--- config.mk ---
export PLATFORM = sky130hd
export DESIGN_NAME = cla_group_carry_seq
export DESIGN_NICKNAME = d
export VERILOG_FILES = /design/src/rtl/cla_group_carry_seq.sv
export SDC_FILE = /design/constraint.sdc
export NUM_CORES = 1
export LEC_CHECK = 0
export ABC_AREA = 1
export BUFFER_PORTS_ARGS = -buffer_cell sky130_fd_sc_hd__buf_4
export CELL_PAD_IN_SITES_DETAIL_PLACEMENT = 0
export CELL_PAD_IN_SITES_GLOBAL_PLACEMENT = 2
export CORE_MARGIN = 5
export CORE_UTILIZATION = 28
export CTS_CLUSTER_SIZE = 14
export DETAILED_ROUTE_END_ITERATION = 10
export PLACE_DENSITY_LB_ADDON = 0.1
export SLEW_MARGIN = 15
export SYNTH_ARGS = -nofsm -noshare
export SYNTH_HDL_FRONTEND = slang
export SYNTH_SLANG_ARGS = --single-unit
--- constraint.sdc ---
create_clock -name clk -period 1.82 [get_ports clk]
set_clock_uncertainty 0.05 [all_clocks]
set_input_delay 0.364 -clock clk [delete_from_list [all_inputs] [get_ports clk]]
set_output_delay 0.364 -clock clk [all_outputs]
set_load 0.1 [all_outputs]
--- src/rtl/cla_group_carry_seq.sv ---
// -----------------------------------------------------------------------------
// cla_group_carry_seq
//
// Sequential carry-lookahead stage. One operation (generate vector, propagate
// vector, carry-in) is accepted over a valid/ready handshake. The carries and
// sum bits are then resolved one GROUP-bit slice per clock. Inside a slice the
// carries use a flat two-level lookahead, so there is no ripple within the
// slice. The N-bit sum and the carry-out are presented on a valid/ready output
// handshake.
//
// Parameters
//   N      operand width in bits (multiple of GROUP)
//   GROUP  bits resolved per CALC cycle (1 <= GROUP <= N)
//
// Ports
//   clk             rising-edge clock
//   rst_n           asynchronous active-low reset
//   in_valid        upstream offers a G/P/carry-in set
//   in_ready        block can accept a new operation (registered)
//   generate_value  per-bit generate  g_i = a_i & b_i
//   propagate       per-bit propagate p_i = a_i ^ b_i
//   carry_in        carry into bit 0
//   out_valid       sum / carry_out / block_prop are valid
//   out_ready       downstream accepts the result
//   sum             s_i = p_i ^ c_i
//   carry_out       carry out of bit N-1
//   block_prop      AND of all propagate bits of the accepted operation
// -----------------------------------------------------------------------------
module cla_group_carry_seq #(
    parameter int N     = 16,
    parameter int GROUP = 4
) (
    input  logic         clk,
    input  logic         rst_n,
    input  logic         in_valid,
    output logic         in_ready,
    input  logic [N-1:0] generate_value,
    input  logic [N-1:0] propagate,
    input  logic         carry_in,
    output logic         out_valid,
    input  logic         out_ready,
    output logic [N-1:0] sum,
    output logic         carry_out,
    output logic         block_prop
);

    localparam int NSL  = N / GROUP;
    localparam int IDXW = (NSL > 1) ? $clog2(NSL) : 1;
    localparam logic [IDXW-1:0] LAST_IDX = IDXW'(NSL - 1);

    typedef enum logic [1:0] {
        S_IDLE,
        S_CALC,
        S_DONE
    } state_t;

    state_t            state_q, state_d;
    logic [IDXW-1:0]   idx_q, idx_d;
    logic [N-1:0]      g_q, g_d;
    logic [N-1:0]      p_q, p_d;
    logic              c_q, c_d;        // running carry into the current slice
    logic [N-1:0]      sum_q, sum_d;
    logic              cout_q, cout_d;
    logic              bprop_q, bprop_d;
    logic              in_ready_q, in_ready_d;

    // Carry into bit j+1 of a slice, as a flat sum of products:
    //   c_{j+1} = g_j | p_j g_{j-1} | ... | p_j..p_1 g_0 | p_j..p_0 cin
    // Called with constant j, so each call elaborates to one AND-OR plane.
    function automatic logic la_carry(
        input logic [GROUP-1:0] g,
        input logic [GROUP-1:0] p,
        input logic             cin,
        input int               j
    );
        logic r;
        logic t;
        r = cin;
        for (int q = 0; q <= j; q++) begin
            r = r & p[q];
        end
        for (int m = 0; m <= j; m++) begin
            t = g[m];
            for (int q = m + 1; q <= j; q++) begin
                t = t & p[q];
            end
            r = r | t;
        end
        return r;
    endfunction

    // Slice views of the latched operands, selected by the slice index.
    logic [GROUP-1:0] g_slices [NSL];
    logic [GROUP-1:0] p_slices [NSL];
    logic [GROUP-1:0] g_sl;
    logic [GROUP-1:0] p_sl;
    logic [GROUP:0]   c_sl;
    logic [GROUP-1:0] s_sl;
    logic [N-1:0]     sum_upd;

    for (genvar gi = 0; gi < NSL; gi++) begin : g_slice_view
        assign g_slices[gi] = g_q[gi*GROUP +: GROUP];
        assign p_slices[gi] = p_q[gi*GROUP +: GROUP];
        // Only the slice being processed is replaced; the rest hold.
        assign sum_upd[gi*GROUP +: GROUP] =
            (idx_q == IDXW'(gi)) ? s_sl : sum_q[gi*GROUP +: GROUP];
    end

    assign g_sl    = g_slices[idx_q];
    assign p_sl    = p_slices[idx_q];
    assign c_sl[0] = c_q;

    for (genvar gi = 0; gi < GROUP; gi++) begin : g_lookahead
        assign c_sl[gi+1] = la_carry(g_sl, p_sl, c_q, gi);
    end

    assign s_sl = p_sl ^ c_sl[GROUP-1:0];

    // Next-state and datapath updates.
    always_comb begin
        state_d = state_q;
        idx_d   = idx_q;
        g_d     = g_q;
        p_d     = p_q;
        c_d     = c_q;
        sum_d   = sum_q;
        cout_d  = cout_q;
        bprop_d = bprop_q;

        case (state_q)
            S_IDLE: begin
                // in_ready_q gates acceptance so nothing is taken on the
                // first edge after reset release, when in_ready is still 0.
                if (in_ready_q && in_valid) begin
                    g_d     = generate_value;
                    p_d     = propagate;
                    c_d     = carry_in;
                    sum_d   = '0;
                    cout_d  = 1'b0;
                    bprop_d = &propagate;
                    idx_d   = '0;
                    state_d = S_CALC;
                end
            end
            S_CALC: begin
                sum_d = sum_upd;
                c_d   = c_sl[GROUP];
                if (idx_q == LAST_IDX) begin
                    cout_d  = c_sl[GROUP];
                    idx_d   = '0;
                    state_d = S_DONE;
                end else begin
                    idx_d = idx_q + IDXW'(1);
                end
            end
            S_DONE: begin
                if (out_ready) begin
                    state_d = S_IDLE;
                end
            end
            default: begin
                state_d = S_IDLE;
            end
        endcase

        // Registered ready: high in every cycle the FSM sits in IDLE.
        in_ready_d = (state_d == S_IDLE);
    end

    always_ff @(posedge clk or negedge rst_n) begin
        if (!rst_n) begin
            state_q    <= S_IDLE;
            idx_q      <= '0;
            g_q        <= '0;
            p_q        <= '0;
            c_q        <= 1'b0;
            sum_q      <= '0;
            cout_q     <= 1'b0;
            bprop_q    <= 1'b0;
            in_ready_q <= 1'b0;
        end else begin
            state_q    <= state_d;
            idx_q      <= idx_d;
            g_q        <= g_d;
            p_q        <= p_d;
            c_q        <= c_d;
            sum_q      <= sum_d;
            cout_q     <= cout_d;
            bprop_q    <= bprop_d;
            in_ready_q <= in_ready_d;
        end
    end

    assign in_ready   = in_ready_q;
    assign out_valid  = (state_q == S_DONE);
    assign sum        = sum_q;
    assign carry_out  = cout_q;
    assign block_prop = bprop_q;

endmodule

==> summary.md <==
| Metric | Value |
|---|---|
| Vias | `approximately 2200` |
| Most used DFF post-synth | `dfrtp_1` |
| Initial antenna violation count | `0` |
| Per-cell routed wire length | `approximately 14 um` |
| Die height | `between 100 and 150 um` |
| Worst slew pin tran | `0.4039 ns` |
| Hold depth | `3` |
| Pre-CTS WS | `-0.1165 ns` |
| CP max stage cell | `dfrtp_2` |
| Req. time, crit path | `1.97 ns` |
| Post-Syn Area per Cell | `~8.4 sq um` |
| Iter 0 DRT Violations | `63` |
| CP delay by family, top | `simple AND/OR/NAND/NOR gates` |
| CTS tree | `built` |
| Layout Nets | `421` |
| Final Core Density | `between 30 and 40%` |
| Seq pwr share | `between 30% and 40%` |
| Switch Pwr | `about 3.4 mW` |
| Placed instance area | `roughly 3200 sq um` |
| Worst r2r src | `idx_q[0]$_DFFE_PN0P_` |
| First-pass GRT wire length | `between 10000 and 15000 um` |
| Routed WL | `roughly 6700 um` |
| Status | `complete, no violations` |
| Switching share of total power | `50.85%` |
| Post-synthesis sequential area ratio | `between 50% and 60%` |
| # fillers | `just over 1000` |
| Async SR Flop Fraction | `100.0%` |
| Hold Vio Cnt, Final | `0` |
| Slowest stage delay, CP | `0.48 ns` |
| Commonest cells post-synth | `nand2_1 (149), dfrtp_1 (56), o21ai_0 (17), inv_1 (11)` |
| Clock sink count | `56` |
| R2R Path End | `sum[11]$_DFFE_PN0P_` |
| Unrepaired setup endpoints after global routing | `yes` |
| Comb pwr share | `between 50% and 60%` |
| Synthesized Nets | `between 300 and 400` |
| Top cell type's share of synthesized area | `54.53%` |
| Die ar. | `around 11000 sq um` |
| CP Capture Type | `flip-flop` |
| Post-route ant nets | `0` |
| Detail Placement HPWL | `5263 um` |
| Hold endpoint | `g_q[0]$_DFFE_PN0P_` |
| R2R cell count | `11` |
| Hold path start | `generate_value[0]` |
| Min-delay worst type | `in2reg` |
| M2 GR Usage | `between 10% and 20%` |
| PD cells | `~2000 nW/um^2` |
| Max cap viols | `0` |
| Slew Limit Fails | `0` |
| Busiest layer in global routing | `met2` |
| Worst setup margin | `0.07966 ns` |
| Largest net degree at the start of global routing | `33` |
| Root Driver | `clkbuf_8` |
| Clock power share | `about a tenth` |
| Seq cells post-synth | `56` |
| FF/Latch Area | `~1400 sq um` |
| Int Power | `3.252 mW` |
| Max-slew headroom | `roughly three quarters` |
| Htree depth | `2` |
| Finished Cell Area | `~3400 sq um` |
| Syn Inst Count | `between 300 and 400` |
| Clk slew on worst S/H paths | `0.10 ns` |
| Number of synthesized flops with an enable pin | `0` |
| CP Class | `reg2reg` |
| Synth Cell Area | `roughly 2600 sq um` |
| Post-layout min period | `between 1.5 and 2 ns` |
| Hold WS | `between 0.15 and 0.2 ns` |
| Via density | `between 4 and 5` |
| PortBufs | `56` |
| # rows | `35` |
| GR Util met1 | `roughly 18%` |
| Pre-Repair DR Iteration Count | `4` |
| Max VDD drop | `between 0.5 and 0.6 mV` |
| CP Buf/Inv Count | `1` |
| IO Count | `57` |
| Yosys warning total | `0` |
| Setup violations, final | `0` |
| Area leader, netlist | `dfrtp_1` |
| Starting Density | `between 20 and 30%` |
| P&R area growth vs syn | `30.67%` |
| Crit path DAT | `approximately 1.9 ns` |
| Most common cell in the netlist | `nand2_1` |
| Max frequency | `574.6 MHz` |
| CP most frequent cell | `nand2_2` |
| Tot GR Track Use | `12.46%` |
| Synth unique cells | `28` |
| Area of the multi-input gates | `1077 sq um` |
| Crit path launch type | `flip-flop` |
| Worst skew pair latency | `~0.3 ns` |
| CTS max path bufs | `2` |
| CP Cell Sequence | `o21ai_2 -> o22ai_2 -> ha_2 -> inv_2 -> nand2_2 -> nand2_2 -> nand2_2 -> nand2_2 -> nand3_1 -> nand4_1 -> nand2_1` |
| Largest cells by area after synthesis | `dfrtp_1 (55%), nand2_1 (22%), o21ai_0 (3.3%), ha_1 (2.4%), nand4_1 (1.9%)` |
| N_diodes | `0` |
| Crit share post-route | `about 96%` |
| Die span in x | `between 100 and 150 um` |
| GP Congestion | `about 0.76` |
| Final Power | `roughly 6.6 mW` |
| Vias in the first global route | `about 2200` |
| Share of layout cells above drive strength 1 | `29.29%` |
| Leak pwr | `1.766 nW` |
| Met3 GRT Util | `between 3 and 4%` |
| R2r setup slk | `0.08 ns` |
| Area of the core | `slightly above 9000 sq um` |
| Residual DRC | `0` |
| Gr ovfl total | `0` |
| Num CTS Buffers | `5` |
| Critical Path Fanout Max | `5` |
## registers in the layout (all words and copies together) (netlist names)
name and count:
carry_out 1, block_prop 1, p_q 16, c_q 1
sum 16, in_ready 1, idx_q 2, g_q 16
state_q 2
## power groups by stage
stage / logic [mW] / clock network [mW] / registers, mW
global route: 4.26 / 0.734 / 2.19
floorplan: 1.81 / 0 / 2.98
global placement: 3.68 / 0 / 2.17
finish: 3.84 / 0.645 / 2.13
detailed placement: 3.70 / 0 / 2.16
CTS: 3.73 / 0.689 / 2.14
## worst reg2reg max path, stage by stage (launching register included)
cell     delay (ns)
dfrtp_2        0.48
o21ai_2        0.15
o22ai_2        0.10
ha_2           0.19
inv_2          0.05
nand2_2        0.05
nand2_2        0.06
nand2_2        0.07
nand2_2        0.07
nand3_1        0.17
nand4_1        0.15
nand2_1        0.05
## timing repair
action | CTS | global route
pin swaps | 0 | 7
hold endpoints to repair | 27 | 0
buffers inserted | 0 | 1
resized for setup | 2 | 17
setup endpoints to repair | 9 | 14
hold buffers | 1 | 0
## layout make-up
cell class	instances	share of cell area (%)
Inverter	14	1.788
Tap cell	111	4.136
Clock inverter	1	0.1490
Timing Repair Buffer	78	17.88
Clock buffer	6	2.161
Sequential cell	56	41.80
Multi-Input combinational cell	224	32.08
## placed cells by master, fill, tap and decap left out, types with 2 or more instances in the layout
| master | n |
|---|---|
| nand3_1 | 6 |
| inv_2 | 3 |
| o21ai_1 | 7 |
| a32o_1 | 3 |
| nand2_2 | 6 |
| dfrtp_1 | 54 |
| nor2_1 | 6 |
| o21ai_2 | 4 |
| nand2_4 | 2 |
| nand2_1 | 145 |
| nand4_1 | 8 |
| nand3_2 | 2 |
| a21oi_1 | 8 |
| o22ai_2 | 2 |
| clkbuf_8 | 5 |
| buf_4 | 76 |
| o21ai_0 | 13 |
| inv_1 | 10 |
| dfrtp_2 | 2 |
| ha_1 | 4 |
| nor2_2 | 3 |
## kinds of logic (layout without fill, tap and decap cells)
logic type | count (synthesis) | after routing | synth area share [%]
AO/OA/AOI/OAI | 39 | 39 | 9.202
adder cells (fa/ha/maj) | 5 | 5 | 2.434
buffers and inverters | 26 | 99 | 5.696
flip-flops | 56 | 56 | 54.53
AND/OR/NAND/NOR | 180 | 180 | 28.14
## how the worst max path moves through the flow
stage / startpoint / end / slack, ns / cells past startpoint
after global routing: idx_q[0]$_DFFE_PN0P_ / sum[15]$_DFFE_PN0P_ / -0.05 / 11
final: idx_q[0]$_DFFE_PN0P_ / sum[11]$_DFFE_PN0P_ / 0.08 / 11
after floorplan: idx_q[0]$_DFFE_PN0P_ / c_q$_DFFE_PN0P_ / 0.008 / 15
after global placement: idx_q[0]$_DFFE_PN0P_ / sum[2]$_DFFE_PN0P_ / -0.08 / 10
after detailed placement: idx_q[0]$_DFFE_PN0P_ / sum[14]$_DFFE_PN0P_ / -0.12 / 10
after CTS: idx_q[0]$_DFFE_PN0P_ / sum[11]$_DFFE_PN0P_ / 0.05 / 12
## through the flow
step	cells	setup TNS, ns
after floorplan	306	0
after global placement	481	-0.2974
after detailed placement	481	-0.5119
after CTS	489	0
after global routing	490	-0.2000
final	490	0
## routing by layer
| metal | wire length, um | vias up | part of all wire (%) |
|---|---|---|---|
| met5 | 0 | - | 0 |
| met4 | 42 | 0 | 0.62 |
| met3 | 274 | 4 | 4.1 |
| met2 | 3093 | 41 | 46 |
| met1 | 3327 | 1012 | 49 |
| li1 | - | 1130 | - |
(Power assumes the default switching activity.)
